### src/rtl/histeq_engine_param.sv
// histeq_engine_param: single-FSM histogram equalizer.
// Counts every pixel of a NUM_WORDS x LANES image into register bins, builds
// the CDF, scales it into a PIX_W-bit mapping LUT with a serial restoring
// divider, then rewrites each input word through the LUT.
// Optional feature macro: HISTEQ_CLIP_EN -- when defined, each bin saturates
// at CLIP while counting (clip-limited histogram, excess discarded).
module histeq_engine_param #(
  parameter int PIX_W     = 4,
  parameter int LANES     = 4,
  parameter int NUM_WORDS = 4,
  parameter int ADDR_W    = 16,
  parameter int CLIP      = 4
) (
  input  logic                     clock,
  input  logic                     reset,
  input  logic                     start,
  output logic                     busy,
  output logic                     done,
  output logic [ADDR_W-1:0]        in_mem_raddr,
  input  logic [LANES*PIX_W-1:0]   in_mem_rdata,
  output logic                     out_mem_WE,
  output logic [ADDR_W-1:0]        out_mem_waddr,
  output logic [LANES*PIX_W-1:0]   out_mem_wdata
);

  localparam int BINS  = 2 ** PIX_W;
  localparam int DW    = LANES * PIX_W;
  localparam int CNT_W = $clog2(LANES * NUM_WORDS + 1);
  localparam int Q_W   = CNT_W + PIX_W;
  localparam int DC_W  = $clog2(Q_W + 1);

  typedef enum logic [2:0] {
    S_IDLE  = 3'd0,
    S_CLEAR = 3'd1,
    S_HIST  = 3'd2,
    S_CDF   = 3'd3,
    S_SCALE = 3'd4,
    S_MAP   = 3'd5,
    S_DONE  = 3'd6
  } state_t;

  state_t                state_r;
  logic                  busy_r;
  logic                  done_r;
  logic [ADDR_W-1:0]     raddr_r;
  logic [ADDR_W-1:0]     cyc_r;
  logic [PIX_W-1:0]      bidx_r;
  logic [DC_W-1:0]       div_cnt_r;
  logic [CNT_W-1:0]      run_r;
  logic [CNT_W-1:0]      cdf_min_r;
  logic                  min_found_r;
  logic [CNT_W-1:0]      rem_r;
  logic [Q_W-1:0]        quo_r;
  logic [Q_W-1:0]        dvd_r;
  logic [CNT_W-1:0]      bin_r [BINS];
  logic [CNT_W-1:0]      cdf_r [BINS];
  logic [PIX_W-1:0]      lut_r [BINS];

  logic [CNT_W-1:0]      cdf_acc_s;
  logic [CNT_W-1:0]      den_s;
  logic [CNT_W-1:0]      diff_s;
  logic [Q_W-1:0]        num_s;
  logic [CNT_W:0]        rem_shift_s;
  logic [CNT_W:0]        rem_diff_s;
  logic [CNT_W-1:0]      rem_next_s;
  logic                  ge_s;
  logic [Q_W-1:0]        quo_next_s;
  logic [DW-1:0]         map_s;
  logic                  we_s;

  // Number of lanes in a word equal to value v (identical lanes all count).
  function automatic logic [CNT_W-1:0] count_match_f(input logic [DW-1:0] w,
                                                     input logic [PIX_W-1:0] v);
    logic [CNT_W-1:0] n;
    n = '0;
    for (int i = 0; i < LANES; i++) begin
      if (w[i*PIX_W +: PIX_W] == v) begin
        n = n + CNT_W'(1);
      end else begin
        n = n;
      end
    end
    return n;
  endfunction

  // Next bin value: exact count, or clip-limited when the clip feature is built in.
  function automatic logic [CNT_W-1:0] bin_next_f(input logic [CNT_W-1:0] cur,
                                                  input logic [CNT_W-1:0] m);
`ifdef HISTEQ_CLIP_EN
    logic [CNT_W:0] sum;
    sum = {1'b0, cur} + {1'b0, m};
    if (sum > (CNT_W+1)'(CLIP)) begin
      return CNT_W'(CLIP);
    end else begin
      return sum[CNT_W-1:0];
    end
`else
    return cur + m;
`endif
  endfunction

  // Clamp a divider quotient to the largest pixel value.
  function automatic logic [PIX_W-1:0] sat_f(input logic [Q_W-1:0] q);
    if (q > Q_W'(BINS - 1)) begin
      return PIX_W'(BINS - 1);
    end else begin
      return q[PIX_W-1:0];
    end
  endfunction

  // CDF accumulation, scaling numerator and one restoring-divider step.
  always_comb begin
    cdf_acc_s   = run_r + bin_r[bidx_r];
    den_s       = cdf_r[BINS-1] - cdf_min_r;
    if (cdf_r[bidx_r] > cdf_min_r) begin
      diff_s = cdf_r[bidx_r] - cdf_min_r;
    end else begin
      diff_s = '0;
    end
    num_s       = Q_W'(diff_s) * Q_W'(BINS - 1) + Q_W'(den_s >> 1);
    rem_shift_s = {rem_r, dvd_r[Q_W-1]};
    rem_diff_s  = rem_shift_s - {1'b0, den_s};
    if (rem_shift_s >= {1'b0, den_s}) begin
      ge_s       = 1'b1;
      rem_next_s = rem_diff_s[CNT_W-1:0];
    end else begin
      ge_s       = 1'b0;
      rem_next_s = rem_shift_s[CNT_W-1:0];
    end
    quo_next_s  = (quo_r << 1) | Q_W'(ge_s);
  end

  // Output write path: LUT-mapped read data, valid one cycle after each MAP address.
  always_comb begin
    map_s = '0;
    for (int i = 0; i < LANES; i++) begin
      map_s[i*PIX_W +: PIX_W] = lut_r[in_mem_rdata[i*PIX_W +: PIX_W]];
    end
    we_s = (state_r == S_MAP) && (cyc_r != '0);
    if (we_s) begin
      out_mem_waddr = cyc_r - ADDR_W'(1);
      out_mem_wdata = map_s;
    end else begin
      out_mem_waddr = '0;
      out_mem_wdata = '0;
    end
  end

  assign out_mem_WE   = we_s;
  assign busy         = busy_r;
  assign done         = done_r;
  assign in_mem_raddr = raddr_r;

  // Main controller: clear, histogram, CDF, serial scaling divide, mapping pass.
  always_ff @(posedge clock) begin
    if (reset) begin
      state_r     <= S_IDLE;
      busy_r      <= 1'b0;
      done_r      <= 1'b0;
      raddr_r     <= '0;
      cyc_r       <= '0;
      bidx_r      <= '0;
      div_cnt_r   <= '0;
      run_r       <= '0;
      cdf_min_r   <= '0;
      min_found_r <= 1'b0;
      rem_r       <= '0;
      quo_r       <= '0;
      dvd_r       <= '0;
      for (int b = 0; b < BINS; b++) begin
        bin_r[b] <= '0;
        cdf_r[b] <= '0;
        lut_r[b] <= '0;
      end
    end else begin
      done_r <= 1'b0;
      case (state_r)
        S_IDLE: begin
          if (start) begin
            state_r <= S_CLEAR;
            busy_r  <= 1'b1;
          end else begin
            state_r <= S_IDLE;
          end
        end
        S_CLEAR: begin
          for (int b = 0; b < BINS; b++) begin
            bin_r[b] <= '0;
          end
          raddr_r <= '0;
          cyc_r   <= '0;
          state_r <= S_HIST;
        end
        S_HIST: begin
          if (cyc_r != '0) begin
            for (int b = 0; b < BINS; b++) begin
              bin_r[b] <= bin_next_f(bin_r[b], count_match_f(in_mem_rdata, PIX_W'(b)));
            end
          end
          if (cyc_r < ADDR_W'(NUM_WORDS - 1)) begin
            raddr_r <= cyc_r + ADDR_W'(1);
          end
          if (cyc_r == ADDR_W'(NUM_WORDS)) begin
            state_r     <= S_CDF;
            bidx_r      <= '0;
            run_r       <= '0;
            cdf_min_r   <= '0;
            min_found_r <= 1'b0;
          end else begin
            cyc_r <= cyc_r + ADDR_W'(1);
          end
        end
        S_CDF: begin
          cdf_r[bidx_r] <= cdf_acc_s;
          run_r         <= cdf_acc_s;
          if (!min_found_r && (cdf_acc_s != '0)) begin
            cdf_min_r   <= cdf_acc_s;
            min_found_r <= 1'b1;
          end
          if (bidx_r == PIX_W'(BINS - 1)) begin
            state_r   <= S_SCALE;
            bidx_r    <= '0;
            div_cnt_r <= '0;
          end else begin
            bidx_r <= bidx_r + PIX_W'(1);
          end
        end
        S_SCALE: begin
          if (den_s == '0) begin
            // Flat image: identity mapping, no division needed.
            for (int b = 0; b < BINS; b++) begin
              lut_r[b] <= PIX_W'(b);
            end
            state_r <= S_MAP;
            raddr_r <= '0;
            cyc_r   <= '0;
          end else if (div_cnt_r == '0) begin
            dvd_r     <= num_s;
            rem_r     <= '0;
            quo_r     <= '0;
            div_cnt_r <= DC_W'(1);
          end else begin
            dvd_r <= dvd_r << 1;
            rem_r <= rem_next_s;
            quo_r <= quo_next_s;
            if (div_cnt_r == DC_W'(Q_W)) begin
              lut_r[bidx_r] <= sat_f(quo_next_s);
              div_cnt_r     <= '0;
              if (bidx_r == PIX_W'(BINS - 1)) begin
                state_r <= S_MAP;
                raddr_r <= '0;
                cyc_r   <= '0;
              end else begin
                bidx_r <= bidx_r + PIX_W'(1);
              end
            end else begin
              div_cnt_r <= div_cnt_r + DC_W'(1);
            end
          end
        end
        S_MAP: begin
          if (cyc_r < ADDR_W'(NUM_WORDS - 1)) begin
            raddr_r <= cyc_r + ADDR_W'(1);
          end
          if (cyc_r == ADDR_W'(NUM_WORDS)) begin
            state_r <= S_DONE;
            busy_r  <= 1'b0;
            done_r  <= 1'b1;
          end else begin
            cyc_r <= cyc_r + ADDR_W'(1);
          end
        end
        S_DONE: begin
          state_r <= S_IDLE;
        end
        default: begin
          state_r <= S_IDLE;
          busy_r  <= 1'b0;
        end
      endcase
    end
  end

endmodule

### config.mk
export PLATFORM = sky130hd
export DESIGN_NAME = histeq_engine_param
export DESIGN_NICKNAME = d
export VERILOG_FILES = /design/src/rtl/histeq_engine_param.sv
export SDC_FILE = /design/constraint.sdc
export NUM_CORES = 1
export LEC_CHECK = 0
export ABC_AREA = 1
export CAP_MARGIN = 5
export CORE_UTILIZATION = 50
export CTS_CLUSTER_DIAMETER = 200
export DETAILED_ROUTE_END_ITERATION = 12
export GPL_TIMING_DRIVEN = 1
export PLACE_DENSITY = 0.7
export SETUP_SLACK_MARGIN = 0.4
export SLEW_MARGIN = 10
export SYNTH_ARGS = -nofsm -noshare
export SYNTH_HDL_FRONTEND = slang
export SYNTH_SLANG_ARGS = --single-unit
### constraint.sdc
create_clock -name clock -period 10.4 [get_ports clock]
set_input_delay 2.6 -clock clock [delete_from_list [all_inputs] [get_ports clock]]
set_output_delay 2.6 -clock clock [all_outputs]
set_load 0.05 [all_outputs]
======== After elaboration in Yosys (flattened, before gate mapping) ========
Memory sizes are Yosys's and may differ from the RTL's. A register that Yosys moved wholly into a read port is not among the register bits.
Cells that the tools add are included.
word-level totals
  register bits after elaboration ......... 78
  RAM bits ................................ 224
  input bits .............................. 19
  output and inout port bits .............. 51
  memories kept ........................... 3
memories
  name   depth  width  read ports  clocked after memory_dff  write ports  RTL line  source
  bin_r  16     5      17          1                         16           55        logic [CNT_W-1:0] bin_r [BINS];
  cdf_r  16     5      2           1                         16           56        logic [CNT_W-1:0] cdf_r [BINS];
  lut_r  16     4      4           0                         16           57        logic [PIX_W-1:0] lut_r [BINS];
cells by class
  $add $sub $neg .......................... 73
  multipliers ............................. 1
  $lt $le $gt $ge ......................... 4
  eq/ne operators ......................... 83
  muxes and demuxes ....................... 389
  bitwise gates (word level) .............. 52
  reductions and logical operators ........ 30
operator list
  kind                                                         number
  2-to-1 mux 5 bit                                             278
  adder 5 x 1 -> 5 bit, second input constant                  48
  2-to-1 mux 4 bit                                             39
  == test 4 bit, second input constant                         34
  2-to-1 mux 16 bit                                            8
  one-hot mux 16 bit (3 select lines)                          2
  adder 5 bit                                                  17
  == test 4 x 3 -> 1 bit, second input constant                16
  bitwise OR 1 bit                                             48
  2-to-1 mux 1 bit                                             46
  == test 4 x 2 -> 1 bit, second input constant                8
  2-to-1 mux 3 bit                                             7
  zero test 4 bit                                              5
  one-hot mux 5 bit (2 select lines)                           2
  != test 2 bit, second input constant                         9
  one-hot mux 3 bit (6 select lines)                           1
  adder 16 x 1 -> 16 bit, second input constant                1
  == test 16 x 3 -> 1 bit, second input constant               1
  == test 4 x 1 -> 1 bit, second input constant                4
  less-than comparator 16 x 2 -> 1 bit, second input constant  1
  nonzero test 16 bit                                          1
  subtractor 16 x 1 -> 16 bit, second input constant           1
  subtractor 5 bit                                             3
  one-hot mux 4 bit (3 select lines)                           1
  32 further kinds                                             51

======== Longest topological paths before layout ========
  word-level depth ........................ 22
  gate-level depth with buffers ........... 36
  depth with buffers taken out ............ 34

======== Worst setup path after synthesis ========
No wires, ideal clock.
  path kind ............................... input to output
  start point ............................. input in_mem_rdata[13]
  end point ............................... output out_mem_wdata[14]
  arrival ................................. 4289 ps
  required time ........................... 7800 ps
  setup slack ............................. 3511 ps
  stages on the path ...................... 8
  path through ............................ clkbuf_1 nor2_1 clkinv_1 clkbuf_1 o22ai_1 o21ai_0 nand4_1 nor2_1
between the ends
  longest elaborated chain between the ends .. 2
ends and longest elaborated chain
  element                   RTL line  source
  start: declaration        20        input logic [LANES*PIX_W-1:0] in_mem_rdata,
  memory read (16 x 4 bit)  n/a
  2-to-1 mux 16 bit         140       if (we_s) begin
  end: declaration          23        output logic [LANES*PIX_W-1:0] out_mem_wdata
No other way between the ends.

======== Final worst setup path ========
  start point ............................. input in_mem_rdata[12]
  end point ............................... output out_mem_wdata[12]
The elaborated chain is that of the path after synthesis.

==> flow_summary.toml <==
[status]
status = "finished, violations left"
violations = "DRC"

[critical_path]
end_kind = "output port"
reg2regPathDepth = 32
start_kind = "input pin"
crit_required_ps = 7800
worst-path-buf-inv = 4
path_cells = "clkdlybuf4s50_1 > inv_1 > nor2_1 > clkinv_1 > o22ai_1 > o21ai_0 > nand4_1 > nor2_1 > clkdlybuf4s50_1"
r2r_slack_ps = 3550
cp_slowest_cell = "clkdlybuf4s50_1"
cp_top_family = "buffers and inverters"
cp_slowest_stage_delay_ps = 740
crit_fanout = 18
crit_type = "in2out"
arrival_ps = 5520
r2r_end = "dvd_r[7]"

[clock_network]
root_buffer = "clkbuf_16"
post_cts_resized = 0
clkSlewWorstSetupHoldPaths_ps = 50
hold_buffers = 0
numCtsBuffers = 36
cts_buffer_depth = 3
cts_tree = "built"
clkSinkCount = 306
clk_latency_ps = 570
cts_max_level = 2
post_cts_buffers = 0

[logic_synthesis]
syn_inst = 2645
yosys_warnings = 0
syn_area_um2 = 20920
ys_async_sr_fraction_pct = 0
synth_top_area_share_pct = 31.43
synth_edf_count = 219
synth_cell_types = 46
synth_top_area_cell = "edfxtp_1"
synth-seq-cells = 306
synth_area_leaders = "edfxtp_1 31%, ha_1 9.4%, dfxtp_1 8.3%"
seq_area_frac_synth_pct = 39.76
postSynthAreaPerCell_um2 = 7.910
ys.flop_type = "edfxtp_1"

[grt]
grt_max_degree = 78
grt_pass1_wl_mm = 94.30
grt-ovfl-total = 0
grt_pass1_vias = 17900
antenna_found_initial = 0
grt_use_total_pct = 28.39

[timing]
rsz0062_at_grt = "no"
hold_viol_final = 0
setup_viol = 0
max-slew-margin-rel_pct = 31.60
drv_slew = 0
finalCritPeriodShare_pct = 78.09
maxClockFrequency_mhz = 123.1
tightest_slew_ps = 1024
fin_crit_ps = 8122
setup_tns_ps = 0
fin_worst_skew_ps = 19.98

[final_layout]
layout.nets = 2879
final_cell_mix = "452 x nor2_1, 416 x nand2_1, 286 x inv_1"
synthToLayoutAreaGrowth_pct = 11.20
final_common_cell = "nor2_1"
drive_gt1_share_pct = 5.442
insertedDiodeCount = 0
fin_util_pct = 56.72
final.fill_count = 3716

[place]
port_buffers = 69
dp_hpwl_mm = 43.38
gp_congestion = 1.014

[drt]
drt-pass1-iter-count = 10
avgViaCountPerCell = 5.781
post-route-drc-count = 2
routed_wl_mm = 60.24
wl_per_cell_um = 18.63
vias = 18690
drt_iter0_drc = 1737
antenna_left = 0

[power_and_ir_drop]
irDropWorstVdd_v = 0.0008586
power.leakage_nw = 9.611
total_power_mw = 5.510
powerDensity_nw_per_um2 = 236.8

[floorplanning]
placementRows = 74
core_um2 = 41020
fp.dieArea_um2 = 42670
fp.dieW_um = 206.6
io_pins = 70
dieHeight_um = 206.6
initial_core_util_pct = 51.01

[min_path]
whs_endpoint = "in_mem_raddr[7]"
hold_depth = 2
min_path_type = "reg2reg"
worst_hold_startpoint = "in_mem_raddr[7]"

[run]
maxCapViolations = 0
-- metal layers --
metal / vias up / routed length, µm / part of all wire [%] / track usage [%]
li1: 9052 / - / - / -
met1: 8810 / 25050 / 42 / 36.78
met2: 708 / 28970 / 48 / 48.41
met3: 121 / 4598 / 7.6 / 4.113
met4: 0 / 1624 / 2.7 / 9.716
met5: - / 0 / 0 / 0
-- worst max path at each step --
stage,to,cells after the start,start
after floorplan,out_mem_wdata[14],8,in_mem_rdata[13]
after global placement,out_mem_wdata[15],9,in_mem_rdata[12]
after detailed placement,out_mem_wdata[14],9,in_mem_rdata[12]
after CTS,out_mem_wdata[14],9,in_mem_rdata[12]
after global routing,out_mem_wdata[15],9,in_mem_rdata[12]
final,out_mem_wdata[12],9,in_mem_rdata[12]
-- worst register-to-register path, delay by kind of cell, from the launching register on --
kind / cells / cell delay (ps)
adder cells (fa/ha/maj): 5 / 2180
flip-flops: 1 / 840
AND/OR/NAND/NOR: 13 / 1460
AO/OA/AOI/OAI: 8 / 1180
buffers and inverters: 5 / 880
XOR/XNOR: 1 / 180
-- power breakdown --
group / switching (mW) / total [mW] / internal, mW
registers: 0.148 / 1.63 / 1.49
clock network: 0.531 / 1.36 / 0.833
logic: 1.63 / 2.51 / 0.878
total: 2.31 / 5.51 / 3.20
-- registers in the layout, indices dropped and copies added, names as in the netlist, 3 cells and up, named ones only --
signal,count
bidx_r,4
bin_r,80
cdf_min_r,5
cdf_r,80
cyc_r,16
div_cnt_r,4
dvd_r,9
in_mem_raddr,16
lut_r,64
quo_r,8
rem_r,5
run_r,5
state_r,3
-- through the flow --
step           std cells  hold WS (ps)  instance area, µm²  setup slack [ps]
4_1_cts             3233         439.6               23270              2355
2_1_floorplan       2660         443.7               20980              3511
6_report            3233         438.2               23270              2278
3_5_place_dp        3167         431.5               22000              2367
3_3_place_gp        3167         425.5               22000              2486
5_1_grt             3233         464.0               23270              2117
-- synthesized netlist by cell type (36+ instances only) --
cell      count
nor2_1      452
nand2_1     416
inv_1       287
edfxtp_1    219
o21ai_0     201
ha_1        158
o22ai_1     139
a21oi_1     132
nand3_1     132
dfxtp_1      87
clkbuf_1     85
xor2_1       50
nand4_1      41
or2_2        36
-- cell families (layout without fill, tap and decap cells) --
| logic type | Yosys count | count (layout) | share of synthesized area, % |
|---|---|---|---|
| other | 1 | 16 | 0.01792 |
| muxes | 7 | 7 | 0.3768 |
| AOI/OAI and AO/OA | 542 | 542 | 14.56 |
| xor gates and xnor gates | 57 | 57 | 2.458 |
| and+or+nand+nor | 1136 | 1136 | 23.08 |
| buffers and inverters | 409 | 450 | 7.529 |
| DFF | 306 | 306 | 39.76 |
| adders and majority gates | 187 | 187 | 12.22 |
-- cell type report --
type                       instances  area, µm²  area share (%)
multi-input combinational       1945      11090           47.67
sequential                       306       8319           35.76
inverter                         300       1126           4.840
clock buffer                      50       1005           4.318
timing repair buffer              84      798.3           3.431
tap                              532      665.6           2.861
clock inverter                    16      261.5           1.124
Note: power is estimated with default switching activity, not from simulation.
